File: config.mk
export PLATFORM = sky130hd
export DESIGN_NAME = cpu_state_seq
export DESIGN_NICKNAME = d
export VERILOG_FILES = /design/src/rtl/cpu_state_seq.sv
export SDC_FILE = /design/constraint.sdc
export NUM_CORES = 1
export LEC_CHECK = 0
export CAP_MARGIN = 20
export CORE_MARGIN = 2
export CORE_UTILIZATION = 57
export DETAILED_ROUTE_END_ITERATION = 7
export PLACE_DENSITY = 0.86
export SLEW_MARGIN = 20
export SYNTH_ARGS = -nofsm -noshare
export SYNTH_HDL_FRONTEND = slang
export SYNTH_SLANG_ARGS = --single-unit
File: constraint.sdc
create_clock -name clk -period 3.87 [get_ports clk]
set_input_delay 0.387 -clock clk [delete_from_list [all_inputs] [get_ports clk]]
set_output_delay 0.387 -clock clk [all_outputs]
set_load 0.02 [all_outputs]
File: src/rtl/cpu_state_seq.sv
// Multi-cycle instruction sequencer: one-hot PC->IF->ID->EX->(MA)->WB stepping with
// start/stop, single-step, memory-wait timeout and retired-instruction counting.
module cpu_state_seq #(
    parameter int INSTRET_W   = 64,
    parameter int TIMEOUT_CYC = 255
) (
    input  logic                 clk,
    input  logic                 rst_n,
    input  logic                 cpu_start,
    input  logic                 cpu_stop,
    input  logic                 step_mode,
    input  logic                 step_req,
    input  logic                 if_ready,
    input  logic                 ma_req,
    input  logic                 ma_ready,
    input  logic                 instret_clr,
    output logic                 cpu_stat_pc,
    output logic                 cpu_stat_if,
    output logic                 cpu_stat_id,
    output logic                 cpu_stat_ex,
    output logic                 cpu_stat_ma,
    output logic                 cpu_stat_wb,
    output logic                 cpu_running,
    output logic                 cpu_halted,
    output logic                 bus_timeout,
    output logic [INSTRET_W-1:0] instret
);

    typedef enum logic [6:0] {
        S_IDLE = 7'b0000001,
        S_PC   = 7'b0000010,
        S_IF   = 7'b0000100,
        S_ID   = 7'b0001000,
        S_EX   = 7'b0010000,
        S_MA   = 7'b0100000,
        S_WB   = 7'b1000000
    } state_t;

    localparam logic [7:0] WAIT_LAST = 8'(TIMEOUT_CYC - 1);

    state_t     state;
    state_t     state_next;
    logic       stop_pend;
    logic       stop_pend_next;
    logic [7:0] wait_cnt;
    logic [7:0] wait_cnt_next;
    logic       wait_last;

    assign wait_last = (wait_cnt == WAIT_LAST);

    always_ff @(posedge clk or negedge rst_n) begin
        if (!rst_n) begin
            state     <= S_IDLE;
            stop_pend <= 1'b0;
            wait_cnt  <= 8'd0;
            instret   <= '0;
        end else begin
            state     <= state_next;
            stop_pend <= stop_pend_next;
            wait_cnt  <= wait_cnt_next;
            // A clear in the retiring cycle wins over the increment.
            if (instret_clr)
                instret <= '0;
            else if (state == S_WB)
                instret <= instret + INSTRET_W'(1);
        end
    end

    always_comb begin
        state_next     = state;
        bus_timeout    = 1'b0;
        stop_pend_next = stop_pend;
        wait_cnt_next  = wait_cnt;

        case (state)
            S_IDLE: begin
                if (cpu_start || (step_mode && step_req))
                    state_next = S_PC;
            end
            S_PC: state_next = S_IF;
            S_IF: begin
                if (if_ready) begin
                    state_next = S_ID;
                end else if (wait_last) begin
                    state_next  = S_ID;
                    bus_timeout = 1'b1;
                end
            end
            S_ID: state_next = S_EX;
            S_EX: state_next = ma_req ? S_MA : S_WB;
            S_MA: begin
                if (ma_ready) begin
                    state_next = S_WB;
                end else if (wait_last) begin
                    state_next  = S_WB;
                    bus_timeout = 1'b1;
                end
            end
            // A stop arriving in the WB cycle itself still halts at this boundary.
            S_WB: state_next = (stop_pend || cpu_stop || step_mode) ? S_IDLE : S_PC;
            default: state_next = S_IDLE;
        endcase

        if (state_next == S_IDLE)
            stop_pend_next = 1'b0;
        else if (cpu_stop && state != S_IDLE)
            stop_pend_next = 1'b1;

        // Every state change restarts the wait counter, so IF/MA always enter at zero.
        if (state_next != state)
            wait_cnt_next = 8'd0;
        else if ((state == S_IF && !if_ready) || (state == S_MA && !ma_ready))
            wait_cnt_next = wait_cnt + 8'd1;
    end

    assign cpu_stat_pc = state[1];
    assign cpu_stat_if = state[2];
    assign cpu_stat_id = state[3];
    assign cpu_stat_ex = state[4];
    assign cpu_stat_ma = state[5];
    assign cpu_stat_wb = state[6];
    assign cpu_halted  = state[0];
    assign cpu_running = ~state[0];

endmodule

* Word level (Yosys, flattened, before mapping)
Cells that the tools add are included.
** Word-level totals
- Bits of input ports :: 10
- RAM bits :: 0
- ROM bits :: 0
- Memories kept :: 0
- Bits in registers :: 80
- Bits in latches :: 0
- Output and inout bits :: 73
- Logic and storage cells :: 49
** Operators by class
- Eq/ne operators :: 11
- Bitwise operators :: 1
- $lt $le $gt $ge :: 0
- Shifts and indexed selects :: 0
- Divide/modulo/power cells :: 0
- Add/sub/neg operators :: 2
- Reduce and logical (&&, ||, !) cells :: 13
- Muxes and demuxes :: 18
- $mul :: 0
** Operators by type and width (count)
- $mux 64 :: 2
- $add 64x1->64 const B :: 1
- $pmux 7 s7 :: 1
- $mux 7 :: 6
- $mux 8 :: 2
- $eq 7x1->1 const B :: 2
- $add 8x1->8 const B :: 1
- $eq 8x8->1 const B :: 1
- $eq 7x2->1 const B :: 1
- $eq 7x3->1 const B :: 1
- $eq 7x4->1 const B :: 1
- $eq 7x5->1 const B :: 1
- $eq 7x6->1 const B :: 1
- $eq 7x7->1 const B :: 1
- $ne 7x1->1 const B :: 1
- $ne 7x7->1 :: 1
- $reduce_bool 2->1 :: 3
- $mux 1 :: 5
- $logic_and 1x1->1 :: 4
- $logic_or 1x1->1 :: 4
- $logic_not 1->1 :: 2
- $mux 2 :: 1
- $pmux 1 s2 :: 1
- $not 1->1 :: 1

* Logic depth before layout (Yosys ltp)
- Word-level depth :: 6
- Gate-level depth with buffers :: 8
- Gate-level depth less buffers :: 7

* Worst setup path after synthesis
Ideal clock, no wire load.
- Path type :: reg2reg
- From :: register state[2]
- To :: register instret[60]
- Slack :: 1.308 ns
- Data arrival time :: 2.484 ns
- Period minus slack after synthesis :: 2.562 ns
- Setup time :: 0.078 ns
- Stages on the path, launching flop included :: 9
- Path buffers :: 3
- Cells stage by stage :: dfrtp_1 > buf_6 > or4_4 > buf_6 > nor4_4 > nand4_2 > buf_6 > or4_1 > a21oi_1
** Between the ends
- Longest elaborated chain between the ends :: 2
** RTL lines
- start: declaration :: line 41 : state_t state;
- start signal: assignment :: line 58 : state <= state_next;
- $eq 7x7->1 :: line 64 : else if (state == S_WB)
- $reduce_bool 2->1 (no line)
- end signal: assignment :: line 65 : instret <= instret + INSTRET_W'(1);
- end: declaration :: line 26 : output logic [INSTRET_W-1:0] instret
Every way passes these cells.
A chain may end at the register's enable or synchronous reset.

* Worst setup path after layout
- From :: register state[2]
- To :: register instret[57]
Same word-level chain as after synthesis.

==> results.sh <==
export IMPL_critPathCaptureType="flop"
export IMPL_drt_pass1_iterations=5
export IMPL_die_x_um=91.9
export IMPL_tightest_slew_ns=0.753
export IMPL_synth_top_area_cell="dfrtp_1"
export IMPL_cp_max_fo=11
export IMPL_ir_worst_vdd_uv=239
export IMPL_grt_max_degree=81
export IMPL_syn_avg_cell_area_um2=9.33
export IMPL_syn_area_um2=4410
export IMPL_required_ns=4.13
export IMPL_stdcell_count=657
export IMPL_crit_slowest_cell="or4_4"
export IMPL_drt_iter0_drc=285
export IMPL_core_area_um2=7610
export IMPL_hpwlAfterDp_um=7560
export IMPL_drv_cap=0
export IMPL_grt_pass1_vias=3702
export IMPL_ys_ff_latch=80
export IMPL_synth_edff_count=0
export IMPL_clk_pin_slew_ns=0.08
export IMPL_timing_final_crit_share_pct=70.7
export IMPL_numPlacedInstances=640
export IMPL_final_setup_tns_ns=0
export IMPL_wl_um=10800
export IMPL_yosysMostFrequentCell="dfrtp_1"
export IMPL_globalplace_congestion=0.862
export IMPL_rsz0062_at_grt="false"
export IMPL_post_route_cell_area_um2=5500
export IMPL_grt_usage_pct=26.1
export IMPL_die_area_um2=8450
export IMPL_vias=4042
export IMPL_synth_area_leaders="dfrtp_1 45%, xor2_1 4.4%, a21oi_1 4.3%"
export IMPL_seq_area_frac_synth_pct=45.5
export IMPL_hold_buffers=0
export IMPL_ctsResizeCount=0
export IMPL_syn2layout_area_growth_pct=24.9
export IMPL_initial_core_util_pct=57.9
export IMPL_grt_overflow_total=0
export IMPL_drcViolationCount=0
export IMPL_clock_latency_ns=0.34
export IMPL_clockBufferDepth=2
export IMPL_grt_pass1_wl_um=17900
export IMPL_arrival_ns=3.00
export IMPL_ys_async_sr_fraction_pct=100
export IMPL_drt_wirelength_per_cell_um=16.4
export IMPL_fin_total_pwr_w=0.00183
export IMPL_slowest_delay_ns=0.64
export IMPL_yosysTopAreaCellShare_pct=44.9
export IMPL_yosys_most_used_dff="dfrtp_1"
export IMPL_numCtsBuffers=9
export IMPL_root_buffer="clkbuf_8"
export IMPL_postCtsSetupBuffers=0
export IMPL_drv_slew=0
export IMPL_clock_skew_ns=0.00963
export IMPL_worstSetupStartpointType="flop"
export IMPL_critical_path_class="flop to flop"
export IMPL_max_freq_mhz=365
export IMPL_vias_per_cell=6.15
export IMPL_relSlewSlack_pct=49.6
export IMPL_pre_cts_ws_ns=1.14
export IMPL_power_leakage_nw=2.07
export IMPL_min_period_ns=2.74
export IMPL_ant_nets=0
export IMPL_synth_common_cells="79 x dfrtp_1, 45 x nor2_1, 38 x a21oi_1"
export IMPL_synth_cell_types=50
export IMPL_syn_inst=472
export IMPL_antenna_found_initial=0
export IMPL_yosys_warnings=0
export IMPL_syn_nets=485
export IMPL_tritoncts="done"
export IMPL_cellPowerDensity_nw_per_um2=332
export IMPL_die_y_um=91.9
export IMPL_htree_levels=3
export IMPL_hold_path_class="input pin to async pin"
export IMPL_crit_chain="or4_4 > nor4_4 > nand2_1 > or4_1 > a21oi_1"
export IMPL_n_antenna_cell=0
export IMPL_setup_slack_ns=1.13
export IMPL_cts_sinks=80
export IMPL_layout_nets=563
export IMPL_hold_viol=0
export IMPL_io_buffers=82
export IMPL_row_count=32
export IMPL_post_dp_cell_area_um2=5270
export IMPL_drive_gt1_share_pct=6.67
export IMPL_status="finished, final reports clean"
export IMPL_top_level_ports=83
export IMPL_setup_violations=0
==> cells by family after synthesis <==
group | count (synthesis) | synth area share [%]
compound gates | 90 | 12.2
xor+xnor | 35 | 6.96
fa+ha+maj | 3 | 0.852
buf+inv | 28 | 3.01
flops | 80 | 45.5
mux | 1 | 0.256
simple gates | 235 | 31.2
==> registers in the layout (all words and copies together), names as in the netlist <==
| name | flops |
|---|---|
| state | 7 |
| stop_pend | 1 |
| instret | 64 |
| wait_cnt | 8 |
==> cells in the final DEF (no fill, tap or decap), types with 2 or more instances in the layout <==
master,instances
a211oi_1,2
a21oi_1,38
a2bb2oi_1,2
and2_1,3
and3_1,8
and4_1,5
buf_4,4
bufinv_16,2
clkbuf_1,3
clkbuf_8,10
clkdlybuf4s50_1,80
dfrtp_1,79
ha_1,3
inv_1,9
nand2_1,32
nand2b_1,2
nand3_1,26
nand4_1,30
nor2_1,45
nor3_1,10
nor3b_1,3
nor4_1,11
nor4_2,5
nor4_4,3
o21ai_0,24
o31ai_1,12
or2_2,2
or3_1,28
or4_1,14
or4_4,2
or4b_2,2
xnor2_1,13
xor2_1,22
==> layout make-up <==
class | count | area [um^2]
multi-input cells | 364 | 2270
fillers | 561 | 2100
inverters | 9 | 33.8
clock inverters | 3 | 65.1
repair buffers | 86 | 856
clock buffers | 13 | 149
well taps | 102 | 128
flip-flops and latches | 80 | 2000
==> metrics by stage <==
| stage | utilization [%] | hold WS [ns] |
|---|---|---|
| after floorplan | - | 0.0914 |
| after global placement | 69.3 | 0.475 |
| after CTS | 72.1 | 0.244 |
| final | 72.4 | 0.0325 |
| after global routing | 72.4 | 0.0681 |
| after detailed placement | 69.3 | 0.488 |
==> final timing paths <==
check | startpoint | end | slack, ns | cells past startpoint
max | state[2]$_DFF_PN0_ | instret[57]$_DFFE_PN0P_ | 1.13 | 5
min | rst_n | instret[36]$_DFFE_PN0P_ | 0.03 | 1
max reg2reg | state[2]$_DFF_PN0_ | instret[57]$_DFFE_PN0P_ | 1.13 | 5
min reg2reg | stop_pend$_DFFE_PN0P_ | stop_pend$_DFFE_PN0P_ | 0.50 | 2
max in group asynchronous | rst_n | instret[11]$_DFFE_PN0P_ | 3.24 | 2
min in group clk | instret_clr | instret[61]$_DFFE_PN0P_ | 0.38 | 3
==> power breakdown <==
group          internal (W)  switching, W
Clock              0.000381      0.000290
Sequential         0.000859     0.0000348
Combinational      0.000103      0.000158
==> worst max-delay path: cells and delay by family (launching register included) <==
family / cells / cell delay (ns)
compound gates: 1 / 0.16
flops: 1 / 0.50
simple gates: 4 / 1.99
==> routing by layer <==
layer,wire length (um),vias to the layer above,GRT usage [%]
met5,0,-,0
met4,133,0,7.71
met3,595,15,4.35
met2,5340,136,43.4
met1,4720,1966,35.5
li1,-,1925,-
Note: power is estimated with default switching activity, not from simulation.
